===== config.mk =====
export PLATFORM = sky130hd
export DESIGN_NAME = bank_req_arbiter
export DESIGN_NICKNAME = d
export VERILOG_FILES = /design/src/rtl/bank_req_arbiter.sv
export SDC_FILE = /design/constraint.sdc
export NUM_CORES = 1
export LEC_CHECK = 0
export ABC_AREA = 1
export BUFFER_PORTS_ARGS = -buffer_cell sky130_fd_sc_hd__buf_4
export CORE_MARGIN = 4
export CORE_UTILIZATION = 45
export CTS_BUF_LIST = sky130_fd_sc_hd__clkbuf_4
export CTS_CLUSTER_DIAMETER = 200
export DETAILED_ROUTE_END_ITERATION = 16
export GPL_TIMING_DRIVEN = 0
export PLACE_DENSITY = 0.81
export SLEW_MARGIN = 20
export SYNTH_ARGS = -nofsm -noshare
export SYNTH_HDL_FRONTEND = slang
export SYNTH_SLANG_ARGS = --single-unit
export TNS_END_PERCENT = 30

===== constraint.sdc =====
create_clock -name clk_i -period 2 [get_ports clk_i]
set_input_delay 0 -clock clk_i [delete_from_list [all_inputs] [get_ports clk_i]]
set_output_delay 0 -clock clk_i [all_outputs]
set_load 0.03 [all_outputs]

===== src/rtl/bank_req_arbiter.sv =====
// bank_req_arbiter
//   Round-robin arbiter that shares one bank's HTU request port among three
//   channel request streams. It has a single registered output stage with a
//   valid/allowIn handshake. A granted payload stays stable until the bank
//   takes it.
//
//   Optional build macro: MCASH_ARB_PERF_CNT_EN adds saturating 16-bit
//   per-channel grant counters and a stall counter.
//
// Ports
//   clk_i, rst_i              clock; asynchronous active-high reset
//   chN_req_valid_i           channel N has a request for this bank (N=0..2)
//   chN_req_allowIn_o         channel N request accepted this cycle
//   chN_req_opcode_i          channel N opcode
//   chN_req_addr_i            channel N line address [31:4]
//   chN_req_wbuffer_id_i      channel N write-buffer id
//   htu_valid_o               output stage holds a request
//   htu_allowIn_i             bank HTU can accept
//   htu_ch_id_o               winning channel index (0..2)
//   htu_opcode_o / htu_addr_o / htu_wbuffer_id_o   registered payload
//   perf_grant_cnt_chN_o      (macro only) grants given to channel N
//   perf_stall_cnt_o          (macro only) cycles held while the bank stalls
module bank_req_arbiter #(
   parameter int unsigned NUM_CH = 3,
   parameter int unsigned WBID_W = 8
) (
   input  logic              clk_i,
   input  logic              rst_i,
   input  logic              ch0_req_valid_i,
   output logic              ch0_req_allowIn_o,
   input  logic [1:0]        ch0_req_opcode_i,
   input  logic [31:4]       ch0_req_addr_i,
   input  logic [WBID_W-1:0] ch0_req_wbuffer_id_i,
   input  logic              ch1_req_valid_i,
   output logic              ch1_req_allowIn_o,
   input  logic [1:0]        ch1_req_opcode_i,
   input  logic [31:4]       ch1_req_addr_i,
   input  logic [WBID_W-1:0] ch1_req_wbuffer_id_i,
   input  logic              ch2_req_valid_i,
   output logic              ch2_req_allowIn_o,
   input  logic [1:0]        ch2_req_opcode_i,
   input  logic [31:4]       ch2_req_addr_i,
   input  logic [WBID_W-1:0] ch2_req_wbuffer_id_i,
   output logic              htu_valid_o,
   input  logic              htu_allowIn_i,
   output logic [1:0]        htu_ch_id_o,
   output logic [1:0]        htu_opcode_o,
   output logic [31:4]       htu_addr_o,
   output logic [WBID_W-1:0] htu_wbuffer_id_o
`ifdef MCASH_ARB_PERF_CNT_EN
   ,
   output logic [15:0]       perf_grant_cnt_ch0_o,
   output logic [15:0]       perf_grant_cnt_ch1_o,
   output logic [15:0]       perf_grant_cnt_ch2_o,
   output logic [15:0]       perf_stall_cnt_o
`endif
);

   logic [NUM_CH-1:0] req;
   logic [NUM_CH-1:0] grant;
   logic              load_en;
   logic              any_grant;
   logic [1:0]        win_idx;
   logic [1:0]        rr_q;

   logic [1:0]        sel_opcode;
   logic [31:4]       sel_addr;
   logic [WBID_W-1:0] sel_wbid;

   logic              htu_valid_q;
   logic [1:0]        htu_ch_id_q;
   logic [1:0]        htu_opcode_q;
   logic [31:4]       htu_addr_q;
   logic [WBID_W-1:0] htu_wbid_q;

   assign req     = {ch2_req_valid_i, ch1_req_valid_i, ch0_req_valid_i};
   // The stage can take a new request when empty or when its current one leaves.
   assign load_en = ~htu_valid_q | htu_allowIn_i;

   // Search starts just after the last winner: rr_q+1, rr_q+2, rr_q+3 (mod 3).
   always_comb begin
      grant = '0;
      case (rr_q)
         2'd0: begin
            if (req[1])      grant = 3'b010;
            else if (req[2]) grant = 3'b100;
            else if (req[0]) grant = 3'b001;
         end
         2'd1: begin
            if (req[2])      grant = 3'b100;
            else if (req[0]) grant = 3'b001;
            else if (req[1]) grant = 3'b010;
         end
         default: begin
            if (req[0])      grant = 3'b001;
            else if (req[1]) grant = 3'b010;
            else if (req[2]) grant = 3'b100;
         end
      endcase
      if (!load_en) grant = '0;
   end

   assign any_grant = |grant;

   always_comb begin
      if (grant[2])      win_idx = 2'd2;
      else if (grant[1]) win_idx = 2'd1;
      else               win_idx = 2'd0;
   end

   assign ch0_req_allowIn_o = grant[0];
   assign ch1_req_allowIn_o = grant[1];
   assign ch2_req_allowIn_o = grant[2];

   always_comb begin
      case (win_idx)
         2'd1: begin
            sel_opcode = ch1_req_opcode_i;
            sel_addr   = ch1_req_addr_i;
            sel_wbid   = ch1_req_wbuffer_id_i;
         end
         2'd2: begin
            sel_opcode = ch2_req_opcode_i;
            sel_addr   = ch2_req_addr_i;
            sel_wbid   = ch2_req_wbuffer_id_i;
         end
         default: begin
            sel_opcode = ch0_req_opcode_i;
            sel_addr   = ch0_req_addr_i;
            sel_wbid   = ch0_req_wbuffer_id_i;
         end
      endcase
   end

   // rr_q starts at 2 so channel 0 has first priority out of reset. When the
   // stage is stalled load_en is low, so both payload and rr_q hold.
   always_ff @(posedge clk_i or posedge rst_i) begin
      if (rst_i) begin
         htu_valid_q  <= 1'b0;
         htu_ch_id_q  <= 2'd0;
         htu_opcode_q <= 2'd0;
         htu_addr_q   <= '0;
         htu_wbid_q   <= '0;
         rr_q         <= 2'd2;
      end else if (load_en) begin
         htu_valid_q <= any_grant;
         if (any_grant) begin
            htu_ch_id_q  <= win_idx;
            htu_opcode_q <= sel_opcode;
            htu_addr_q   <= sel_addr;
            htu_wbid_q   <= sel_wbid;
            rr_q         <= win_idx;
         end
      end
   end

   assign htu_valid_o      = htu_valid_q;
   assign htu_ch_id_o      = htu_ch_id_q;
   assign htu_opcode_o     = htu_opcode_q;
   assign htu_addr_o       = htu_addr_q;
   assign htu_wbuffer_id_o = htu_wbid_q;

`ifdef MCASH_ARB_PERF_CNT_EN
   logic [15:0] grant_cnt_q [3];
   logic [15:0] stall_cnt_q;

   always_ff @(posedge clk_i or posedge rst_i) begin
      if (rst_i) begin
         for (int n = 0; n < 3; n++) grant_cnt_q[n] <= 16'd0;
         stall_cnt_q <= 16'd0;
      end else begin
         for (int n = 0; n < 3; n++) begin
            if (grant[n] && (grant_cnt_q[n] != 16'hFFFF)) begin
               grant_cnt_q[n] <= grant_cnt_q[n] + 16'd1;
            end
         end
         if (htu_valid_q && !htu_allowIn_i && (stall_cnt_q != 16'hFFFF)) begin
            stall_cnt_q <= stall_cnt_q + 16'd1;
         end
      end
   end

   assign perf_grant_cnt_ch0_o = grant_cnt_q[0];
   assign perf_grant_cnt_ch1_o = grant_cnt_q[1];
   assign perf_grant_cnt_ch2_o = grant_cnt_q[2];
   assign perf_stall_cnt_o     = stall_cnt_q;
`endif

endmodule


======== Word-level counts from Yosys, hierarchy flattened ========
Index checks and enable logic that the tools add are counted.
storage, ports and cells
  output and inout bits ................... 44
  word-level logic and storage cells ...... 30
  bits in registers ....................... 43
operators by class
  multiplexer cells ....................... 16
  bitwise logic cells ..................... 2
  eq/ne operators ......................... 3
  reductions and logical operators ........ 3
operators with widths
  operator                                             count
  case mux 28 bit (2 select lines)                     1
  2-to-1 mux 3 bit                                     7
  case mux 8 bit (2 select lines)                      1
  2-to-1 mux 2 bit                                     3
  case mux 3 bit (2 select lines)                      1
  equality test 2 x 1 -> 1 bit, second input constant  2
  case mux 2 bit (2 select lines)                      1
  OR reduction 3 bit                                   1
  equality test 2 bit, second input constant           1
  zero test 2 bit                                      1
  2-to-1 mux 1 bit                                     2
  AND reduction 2 bit                                  1
  NOT 1 bit                                            1
  bitwise OR 1 bit                                     1

======== Depth between registers and ports, before layout ========
Gate-level depths: netlist of the first run.
  depth in word-level cells ............... 9
  mapped depth ............................ 12

======== Worst setup path before layout of the first run ========
No wires, ideal clock.
  path type ............................... register to register
  from .................................... register htu_valid_q (netlist: htu_valid_o)
  to ...................................... register htu_wbid_q[5] (netlist: htu_wbuffer_id_o[5])
  stages on the path, launching flop included .. 12
  arrival time ............................ 1.429 ns
  path slack .............................. 0.455 ns
  required time ........................... 1.883 ns
  period minus slack after synthesis ...... 1.545 ns
  buffers on the path ..................... 2
  cells stage by stage .................... dfrtp_1 -> inv_1 -> nor2_2 -> inv_1 -> buf_2 -> buf_2 -> nand3_1 -> nand2_1 -> inv_1 -> nand2_1 -> nand2_1 -> nand2_1
on the way
  word-level cells in the longest chain between the ends .. 7
RTL lines
  element                                                              line  RTL
  from (decl)                                                          70    logic htu_valid_q;
  from (signal assigned)                                               146   htu_valid_q <= any_grant;
  NOT 1 bit *                                                          78    assign load_en = ~htu_valid_q | htu_allowIn_i;
  bitwise OR 1 bit *                                                   78
  2-to-1 mux 3 bit                                                     100   if (!load_en) grant = '0;
  2-to-1 mux 1 bit                                                     107   else if (grant[1]) win_idx = 2'd1;
  2-to-1 mux 2 bit                                                     106   if (grant[2]) win_idx = 2'd2;
  equality test 2 bit or equality test 2 x 1 -> 1 bit (tied branches)  116   case (win_idx)
  case mux 8 bit (2 select lines)                                      116
  to (signal assigned)                                                 151   htu_wbid_q <= sel_wbid;
  to (decl)                                                            74    logic [WBID_W-1:0] htu_wbid_q;
Every way passes the cells marked *; elsewhere a longest branch is shown, timed or not.
A chain may end at the register's enable or synchronous reset.

======== Final worst setup path of the first run ========
  from .................................... register rr_q[1]
  to ...................................... output port ch2_req_allowIn_o
on the way
  word-level cells in the longest chain between the ends .. 3
RTL lines
  element                                                          line  RTL
  from (decl)                                                      64    logic [1:0] rr_q;
  from (signal assigned)                                           152   rr_q <= win_idx;
  equality test 2 x 1 -> 1 bit or zero test 2 bit (tied branches)  83    case (rr_q)
  case mux 3 bit (2 select lines) *                                83
  2-to-1 mux 3 bit *                                               100
  to (decl)                                                        40    output logic ch2_req_allowIn_o,
Marks and branches as above.

==> results of run 1 <==
## state kept, by name (all words and copies together), names as in the netlist
register	count
htu_addr_o	28
htu_opcode_o	2
rr_q	2
htu_wbuffer_id_o	8
htu_ch_id_o	1
htu_valid_o	1
## power groups by stage
stage | logic, mW | clock network (mW) | registers, mW
floorplan | 1.95 | 0 | 2.28
global placement | 4.06 | 0 | 1.52
detailed placement | 4.15 | 0 | 1.52
CTS | 4.21 | 0.566 | 1.52
global route | 4.62 | 0.610 | 1.57
finish | 4.21 | 0.554 | 1.53
## placed cells by master (no fill, tap or decap)
cell / instances
o21ai_0: 1
nand2_2: 3
buf_1: 1
buf_4: 166
buf_6: 3
clkbuf_2: 1
clkinvlp_4: 1
buf_2: 21
nand3_1: 105
nand3b_1: 1
a21oi_4: 1
inv_1: 44
nor2_2: 1
nor2_1: 2
buf_12: 1
dlygate4sd3_1: 39
nand3_2: 11
dfrtp_1: 41
clkbuf_1: 3
dfstp_2: 1
nand2_1: 199
inv_2: 3
buf_16: 1
clkbuf_4: 6
bufinv_16: 1
## cell type report
type	instances	area (um2)	share of cell area [%]
clock buffers	6	45.0	0.960
multi-input cells	324	1440	30.8
clock inverters	2	37.5	0.800
plain buffers	33	201	4.29
inverters	47	176	3.76
well taps	75	93.8	2.00
flip-flops and latches	42	1050	22.4
repair buffers	203	1640	35.0
## cells by family after synthesis
kind of cell / count (synthesis) / share of synthesized area, %
simple gates: 322 / 49.5
buf+inv: 80 / 13.1
flops: 42 / 36.6
compound gates: 2 / 0.740
## tightest hold or removal path: stages
cell and delay, ps:
buf_4 70, nand3_1 70, nand2_1 60, inv_1 30, nand2_1 40, nand2_1 40, nand2_1 50
## final timing paths
kind,from,end,slack (ps),cells past startpoint
min,ch2_req_addr_i[28],htu_addr_o[28],30,7
max in group asynchronous,rst_i,rr_q[1],1180,4
max reg2reg,rr_q[1],htu_addr_o[11],220,10
min in group asynchronous,rst_i,htu_addr_o[17],250,3
min reg2reg,htu_addr_o[9],htu_addr_o[9],490,2
max,rr_q[1],ch2_req_allowIn_o,200,7
## metal layers
layer | vias up | global-route usage, %
met5 | - | 0
met4 | 0 | 8.23
met3 | 23 | 6.40
met2 | 163 | 50.1
met1 | 1659 | 31.2
li1 | 1808 | -
## through the flow
stage / power [mW] / hold slack, ps
finish: 6.30 / 28.2
global route: 6.80 / 33.7
CTS: 6.29 / 14.6
detailed placement: 5.67 / 52.8
global placement: 5.57 / 319
floorplan: 4.23 / 227
## repair_timing
item,in CTS,in global routing
endpoints found under the hold margin,57,0
gates resized for setup,0,2
hold buffers,39,0
setup endpoints to repair,0,1
==> key figures, run 1 <==
Floorplan
  • # rows: 28
  • Chip height: 87.9 um
  • CORE AREA: 6060 um2
  • Die ar.: 7730 um2
  • Initial Utilization: 47.4%
  • Chip width: 87.9 um
  • Number of top-level pins: 164

Setup path
  • Crit path largest cell delay: 560 ps
  • CP Capture Type: primary output
  • CP arrival: 1800 ps
  • Worst Setup Start Kind: register
  • CP Data Required Time: 2000 ps
  • Peak fanout along the critical path: 10
  • Crit path kind: reg2out
  • Worst Path Buf+Inv: 4
  • Family with the most delay on the worst path: flip-flops
  • Worst path cell trace: inv_1 -> nand2_1 -> nand2_1 -> nand2_2 -> buf_2 -> inv_1 -> buf_4
  • Worst path slowest cell: dfstp_2

Place
  • IO Port Bufs: 163
  • Placed insts: 685
  • Gpl congestion: 0.872
  • Detailed Place HPWL: 7340 um
  • Post-place instance area: 4220 um2
  • Post-Place Worst Slack: 265 ps

Clocking
  • Clock Latency Late Sink: 350 ps
  • CTS buffer count: 5
  • Clock slew at reported path FFs: 130 ps
  • H-tree depth: 2
  • Post CTS Setup Buffer Count: 0
  • Clk sinks: 42
  • CTS tree: built
  • Root Driver: clkbuf_4
  • Maximum clock path buffer count: 2

Logic synthesis
  • Synth Cell Area: 2870 um2
  • Top cells by count, synth: 199 x nand2_1, 105 x nand3_1, 45 x inv_1
  • Synth Area per Inst: 6.44 um2
  • Top-count cell post-synth: nand2_1
  • Synth Warn #: 0
  • Yosys top cell by area: dfrtp_1
  • Most used flip-flop cell after synthesis: dfrtp_1
  • Unique masters post-synth: 19
  • Post-synthesis sequential element count: 42
  • Ys async rst share: 100%
  • Synth Net Count: 566
  • Post-synth EDFFs: 0
  • Mapped Cells: 446
  • Top post-synthesis cells by area: dfrtp_1 36%, nand2_1 26%, nand3_1 18%, inv_1 5.9%, nand3_2 3.8%
  • Post-synth top area share: 35.7%
  • Seq/Total Area, Yosys: 36.6%

Pwr
  • Net Sw Frac: 51.0%
  • Pint: 3.09 mW
  • Flop pwr share: 24.3%
  • Comb power frac: 66.9%
  • P_leak: 2.76 nW
  • Switching pwr: 3.21 mW
  • Pwr dens: 1340 nW/um2
  • Clock network fraction of design power: 8.8%
  • Max rail drop VDD: 0.838 mV

Global route
  • First-pass GRT wire length: 16,500 um
  • Number of antenna violations at the first check in global routing: 0
  • Total GRT Usage: 27.2%
  • GRT Residual Overflow: 0
  • Largest net degree at the start of global routing: 24
  • Vias in the first global route: 3,581

Timing
  • Final setup margin: 203 ps
  • Crit share post-route: 89.8%
  • Final setup fails: 0
  • Final worst clock skew: 10.8 ps
  • Worst slew margin: 66.8%
  • Final Hold Viols: 0
  • Setup tns final: 0 ps
  • Slew Viols, Final: 0
  • Worst Max-Slew Pin Slew: 497 ps
  • Max Fclk: 557 MHz
  • RSZ-0062 raised after global routing: no
  • Crit path time final: 1800 ps

Drt
  • Max Used Layer: met4
  • First-pass detailed-route iteration total: 5
  • Vias per std cell: 4.99
  • DRC Markers: 0
  • Routed wire length: 10,500 um
  • Final antenna-violating net count: 0
  • DR vias: 3,653
  • DRT iter0 DRCs: 201
  • Met3 WL: 900 um
  • Met2 Routed Length: 5380 um
  • WL per Instance: 14.3 um
  • M1 WL: 3930 um

Cells and area
  • Final Non-Filler Cells: 732
  • Final design instance area without fill: 4690 um2
  • Util after Layout: 77.4%
  • Layout cells sized above 1: 33.6%
  • FILL cells: 460
  • Final nets: 776
  • P&R area growth vs syn: 63.3%
  • Ant diodes: 0

Outcome
  • Outcome: complete, no violations

Min path
  • Hold WC Path Type: in2reg

Run
  • Maxcap violations: 0
Note: power is estimated with default switching activity, not from simulation.
==> run 2, diff against run 1 <==
==> constraint.sdc (replaced) <==
create_clock -name clk_i -period 2 [get_ports clk_i]
set_input_delay 0.1 -clock clk_i [delete_from_list [all_inputs] [get_ports clk_i]]
set_output_delay 0.1 -clock clk_i [all_outputs]
set_load 0.03 [all_outputs]
==> run 2 against run 1 <==
Effect of this change:
- utilization decreased by 6.3 points
- global-route usage shrank 2.7 points
- first-iteration DRC count shrank 21%
- wire length shrank 8.8%
- fmax is 2.6% lower
- via count shrank 6.5%
- cell area decreased by 8.1%
- non-clock buffer count fell by 39
- worst hold slack better by 29 ps
- critical endpoint unchanged
- largest power group unchanged
- highest routed layer unchanged
==> key figures, run 2 (synthesis gave the netlist of run 1 again) <==
Outcome
  • Outcome: complete, no violations

Floorplan
  • Initial Utilization: 47.4% (unchanged)
  • # rows: 28 (unchanged)
  • Chip width: 87.9 um (unchanged)
  • Die ar.: 7730 um2 (unchanged)
  • CORE AREA: 6060 um2 (unchanged)
  • Chip height: 87.9 um (unchanged)
  • Number of top-level pins: 164 (unchanged)

Setup path
  • Worst path cell trace: inv_1 -> nand2_1 -> nand2_1 -> nand2_2 -> clkbuf_4 -> inv_1 -> buf_4
  • Worst Setup Start Kind: register
  • CP Capture Type: primary output
  • Peak fanout along the critical path: 10 (unchanged)
  • Worst path slowest cell: dfstp_2
  • CP arrival: 1750 ps (-50 ps)
  • Worst Path Buf+Inv: 4 (unchanged)
  • Crit path kind: reg2out
  • Family with the most delay on the worst path: flip-flops
  • CP Data Required Time: 1900 ps (-100 ps)
  • Crit path largest cell delay: 550 ps (about the same)

Place
  • IO Port Bufs: 163 (unchanged)
  • Placed insts: 685 (unchanged)
  • Post-Place Worst Slack: 265 ps (unchanged)
  • Gpl congestion: 0.872 (unchanged)
  • Detailed Place HPWL: 7340 um (unchanged)

Pwr
  • Max rail drop VDD: 0.881 mV (+5.1%)
  • Pwr dens: 1440 nW/um2 (+7.0%)
  • P_leak: 2.60 nW (-5.8%)
  • Overall power: 6.19 mW (-1.7%)

Clocking
  • CTS buffer count: 5 (unchanged)
  • H-tree depth: 2 (unchanged)
  • Post CTS Setup Buffer Count: 0 (unchanged)
  • CTS tree: built
  • Root Driver: clkbuf_4
  • Clk sinks: 42 (unchanged)
  • Clock Latency Late Sink: 340 ps (about the same)
  • Clock slew at reported path FFs: 130 ps (about the same)
  • Maximum clock path buffer count: 2 (unchanged)

Cells and area
  • Ant diodes: 0 (unchanged)
  • Layout cells sized above 1: 35.8% (+2.1 points)
  • P&R area growth vs syn: 50.0%
  • Register area: 1050 um2 (unchanged)
  • Final Non-Filler Cells: 693 (-5.3%)
  • Max reg flops: 28 (unchanged)
  • Final nets: 737 (-5.0%)
  • Most common cell after layout, fill and taps aside: nand2_1
  • Highest-count cells in the layout ignoring fill and taps: 199 x nand2_1, 166 x buf_4, 105 x nand3_1
  • Footprint of the multi-input gates: 1440 um2 (unchanged)
  • FILL cells: 536 (+17%)

Global route
  • Total GRT Usage: 24.6% (-2.7 points)
  • Number of antenna violations at the first check in global routing: 0 (unchanged)
  • Top Usage Layer GRT: met2
  • First-pass GRT wire length: 14,900 um (-9.8%)
  • Global routing usage on met2: 44.5% (-5.5 points)
  • GRT Residual Overflow: 0 (unchanged)
  • Vias in the first global route: 3,256 (-9.1%)
  • Largest net degree at the start of global routing: 24 (unchanged)
  • Grt met3 use: 5.74% (-0.66 points)
  • Grt met1 use: 29.0% (-2.2 points)

Timing
  • Final setup margin: 155 ps (-48.7 ps)
  • Final worst clock skew: 10.3 ps (-0.484 ps)
  • Max Fclk: 542 MHz (-2.6%)
  • Slew Viols, Final: 0 (unchanged)
  • Final setup fails: 0 (unchanged)
  • Crit share post-route: 92.3% (+2.4 points)
  • Setup tns final: 0 ps (unchanged)
  • Worst slew margin: 67.3% (+0.47 points)
  • Worst Max-Slew Pin Slew: 490 ps (-6.99 ps)
  • Final Hold Viols: 0 (unchanged)
  • RSZ-0062 raised after global routing: no
  • Hold WS: 57.2 ps (+29.1 ps)
  • Crit path time final: 1850 ps (+48.7 ps)

Drt
  • Vias per std cell: 4.93 (-1.2%)
  • DRC Markers: 0 (unchanged)
  • Final antenna-violating net count: 0 (unchanged)
  • DR vias: 3,416 (-6.5%)
  • First-pass detailed-route iteration total: 4 (-1)
  • DRT iter0 DRCs: 159 (-21%)
  • WL per Instance: 13.8 um (-3.7%)
  • Routed wire length: 9540 um (-8.8%)

Min path
  • Hold WC Path Type: in2reg

Run
  • Maxcap violations: 0 (unchanged)
run 2: cell count changes in the layout (fill, tap and decap cells not counted), sizes merged:
cell and change:
dlygate4sd3 -38, buf -1
run 2: timing repair:
action / in CTS / in global routing
hold buffers: 1 / 0
setup endpoints to repair: 1 / 11
resized for setup: 0 / 3
hold endpoints to repair: 19 / 0
run 2: layout make-up:
type,count,share of cell area (%)
inverter,47,4.09
buffer,32,4.64
clock buffer,6,1.04
sequential,42,24.4
clock inverter,2,0.871
timing repair buffer,165,29.3
multi-input combinational,324,33.5
tap,75,2.18
run 2: per-layer routing:
layer / vias up / wire (um)
met5: - / 0
met4: 0 / 179
met3: 17 / 804
met2: 136 / 4780
met1: 1533 / 3780
li1: 1730 / -
run 2: through the flow:
step	instance area [um2]	utilization (%)
4_1_cts	4310	71.1
3_5_place_dp	4220	69.6
6_report	4310	71.1
2_1_floorplan	2870	-
3_3_place_gp	4190	69.1
5_1_grt	4310	71.1
run 2: final timing paths:
| kind | start | endpoint | slack, ps | depth (start not counted) |
|---|---|---|---|---|
| min in group asynchronous | rst_i | htu_addr_o[17] | 350 | 3 |
| hold reg to reg | htu_addr_o[16] | htu_addr_o[16] | 490 | 2 |
| hold / removal | ch0_req_addr_i[28] | htu_addr_o[28] | 60 | 5 |
| setup reg to reg | rr_q[1] | htu_addr_o[11] | 220 | 10 |
| max in group asynchronous | rst_i | rr_q[1] | 1100 | 4 |
| setup / recovery | rr_q[1] | ch2_req_allowIn_o | 150 | 7 |
run 2: worst register-to-register path, cell delays in order (launching register included):
cell and delay (ps):
dfstp_2 550, nor2_1 70, a21oi_4 180, buf_2 270, buf_2 280, nand3_1 100, nand2_1 80, inv_1 40
nand2_1 50, nand2_1 40, nand2_1 60
run 2: power breakdown:
| part | total (mW) | leakage [nW] | switching [mW] | internal (mW) |
|---|---|---|---|---|
| Sequential | 1.52 | 0.515 | 0.241 | 1.28 |
| Clock | 0.549 | 0.0419 | 0.271 | 0.277 |
| Combinational | 4.12 | 2.04 | 2.64 | 1.48 |
==> run 3, diff against run 2 <==
- HOLD_SLACK_MARGIN: default -> 0.1
- PLACE_DENSITY: 0.81 -> 0.82
==> run 3 against run 2 <==
Effect of this change:
- combinational power rose by 2%
- clock power fell by 25%
- die area did not move
- highest routed layer unchanged
- worst setup slack got worse by 21 ps
- sequential share of layout area fell by 1.8 points
==> key figures, run 3 (synthesis gave the netlist of run 1 again) <==
Outcome
  • Outcome: complete, no violations

Drt
  • DRT iter0 DRCs: 141 (-11%)
  • First-pass detailed-route iteration total: 4 (unchanged)
  • DRC Markers: 0 (unchanged)
  • DR vias: 3,663 (+7.2%)
  • Final antenna-violating net count: 0 (unchanged)
  • Vias per std cell: 5.02 (+1.8%)
  • Routed wire length: 10,500 um (+10%)
  • WL per Instance: 14.4 um (+4.4%)

Place
  • IO Port Bufs: 163 (unchanged)
  • Gpl congestion: 0.863 (-1.1%)
  • Detailed Place HPWL: 7510 um (+2.3%)
  • Post-Place Worst Slack: 271 ps (+5.30 ps)

Timing
  • Crit path time final: 1870 ps (+21.4 ps)
  • Final worst clock skew: 14.6 ps (+4.37 ps)
  • Final setup margin: 133 ps (-21.4 ps)
  • Final Hold Viols: 0 (unchanged)
  • RSZ-0062 raised after global routing: no
  • Worst Max-Slew Pin Slew: 485 ps (-4.45 ps)
  • Final setup fails: 0 (unchanged)
  • Slew Viols, Final: 0 (unchanged)
  • Setup tns final: 0 ps (unchanged)
  • Worst slew margin: 67.7% (+0.34 points)
  • Max Fclk: 536 MHz (-1.1%)
  • Crit share post-route: 93.3% (+1.1 points)

Floorplan
  • CORE AREA: 6060 um2 (unchanged)
  • Chip height: 87.9 um (unchanged)
  • Initial Utilization: 47.4% (unchanged)
  • # rows: 28 (unchanged)
  • Die ar.: 7730 um2 (unchanged)
  • Number of top-level pins: 164 (unchanged)
  • Chip width: 87.9 um (unchanged)

Global route
  • Vias in the first global route: 3,705 (+14%)
  • Total GRT Usage: 27.5% (+2.9 points)
  • Largest net degree at the start of global routing: 24 (unchanged)
  • Number of antenna violations at the first check in global routing: 0 (unchanged)
  • GRT Residual Overflow: 0 (unchanged)
  • First-pass GRT wire length: 16,800 um (+13%)

Clocking
  • Post CTS Setup Buffer Count: 0 (unchanged)
  • CTS tree: built
  • Clock Latency Late Sink: 350 ps (about the same)
  • Clock slew at reported path FFs: 120 ps (about the same)
  • Maximum clock path buffer count: 2 (unchanged)
  • Root Driver: clkbuf_4
  • CTS buffer count: 5 (unchanged)
  • H-tree depth: 2 (unchanged)
  • Clk sinks: 42 (unchanged)

Setup path
  • Worst Setup Start Kind: register
  • Family with the most delay on the worst path: flip-flops
  • Worst Path Buf+Inv: 4 (unchanged)
  • Crit path kind: reg2out
  • CP arrival: 1770 ps (+20 ps)
  • Worst path cell trace: inv_1 -> nand2_1 -> nand2_1 -> nand2_2 -> buf_2 -> inv_1 -> buf_4
  • CP Capture Type: primary output
  • Peak fanout along the critical path: 10 (unchanged)
  • CP Data Required Time: 1900 ps (about the same)
  • Crit path largest cell delay: 550 ps (about the same)
  • Worst path slowest cell: dfstp_2

Run
  • Maxcap violations: 0 (unchanged)

Cells and area
  • Max reg flops: 28 (unchanged)
  • Highest-count cells in the layout ignoring fill and taps: 199 x nand2_1, 166 x buf_4, 105 x nand3_1
  • Final nets: 774 (+5.0%)
  • Most common cell after layout, fill and taps aside: nand2_1
  • Ant diodes: 0 (unchanged)
  • P&R area growth vs syn: 61.8%
  • Layout cells sized above 1: 33.6% (-2.2 points)

Pwr
  • Max rail drop VDD: 1.02 mV (+16%)
  • Pwr dens: 1320 nW/um2 (-7.8%)
  • P_leak: 2.74 nW (+5.6%)

Min path
  • Hold WC Path Type: in2reg
==> run 3: cell count changes in the layout (fill, tap and decap cells not counted) <==
cell and delta:
clkinv_2 +1, clkinvlp_4 -1, dlygate4sd3_1 +37, bufinv_16 -1
clkinv_1 +1, clkbuf_4 -1, buf_2 +1
==> run 3: metrics by stage <==
stage               instance area, um2  hold slack, ps  utilization (%)  std cells  total power, mW
floorplan                         2870             327                -        446             4.23
global placement                  4190             422             69.1        684             5.57
detailed placement                4220             145             69.6        685             5.68
CTS                               4650             119             76.7        730             6.16
global route                      4650             160             76.7        730             6.67
finish                            4650             121             76.7        730             6.16
==> run 3: worst register-to-register path, cell delays in order (launching register included) <==
cell and delay, ps:
dfstp_2 550, inv_1 50, nand2_1 90, nand2_1 80, nand2_2 100, nand2_2 200, nand3_2 190, buf_4 200
buf_6 160, nand2_1 60, nand2_1 60
==> run 3: final timing paths <==
path / start / end / slack, ps / cells past startpoint
min reg2reg: htu_ch_id_o[1] / htu_ch_id_o[1] / 490 / 2
max in group asynchronous: rst_i / rr_q[1] / 1110 / 4
min: ch0_req_addr_i[11] / htu_addr_o[11] / 120 / 5
min in group asynchronous: rst_i / htu_addr_o[20] / 330 / 3
max: rr_q[1] / ch2_req_allowIn_o / 130 / 7
max reg2reg: rr_q[1] / htu_wbuffer_id_o[6] / 200 / 10
==> run 3: cell type report <==
class	instances	area (um2)
Buffer	32	198
Sequential cell	42	1050
Clock inverter	2	8.76
Inverter	47	176
Multi-Input combinational cell	324	1440
Clock buffer	6	45.0
Fill cell	478	1410
Tap cell	75	93.8
Timing Repair Buffer	202	1630
==> run 3: repair_timing <==
item                                    in CTS  in global routing
endpoints found under the setup margin       1                 10
hold buffers                                38                  0
pin swaps                                    0                  0
endpoints found under the hold margin       56                  0
resized for setup                            0                  2
==> run 3: routing by layer <==
metal | GRT usage, % | share of wire [%] | vias to the layer above
met5 | 0 | 0 | -
met4 | 12.0 | 2.7 | 0
met3 | 5.17 | 8.4 | 26
met2 | 48.8 | 51 | 172
met1 | 32.1 | 38 | 1664
li1 | - | - | 1801
==> run 3: power by group <==
group          internal, mW  switching [mW]  leakage, nW
clock network         0.146           0.267       0.0331
registers              1.28           0.245        0.515
logic                  1.53            2.69         2.19
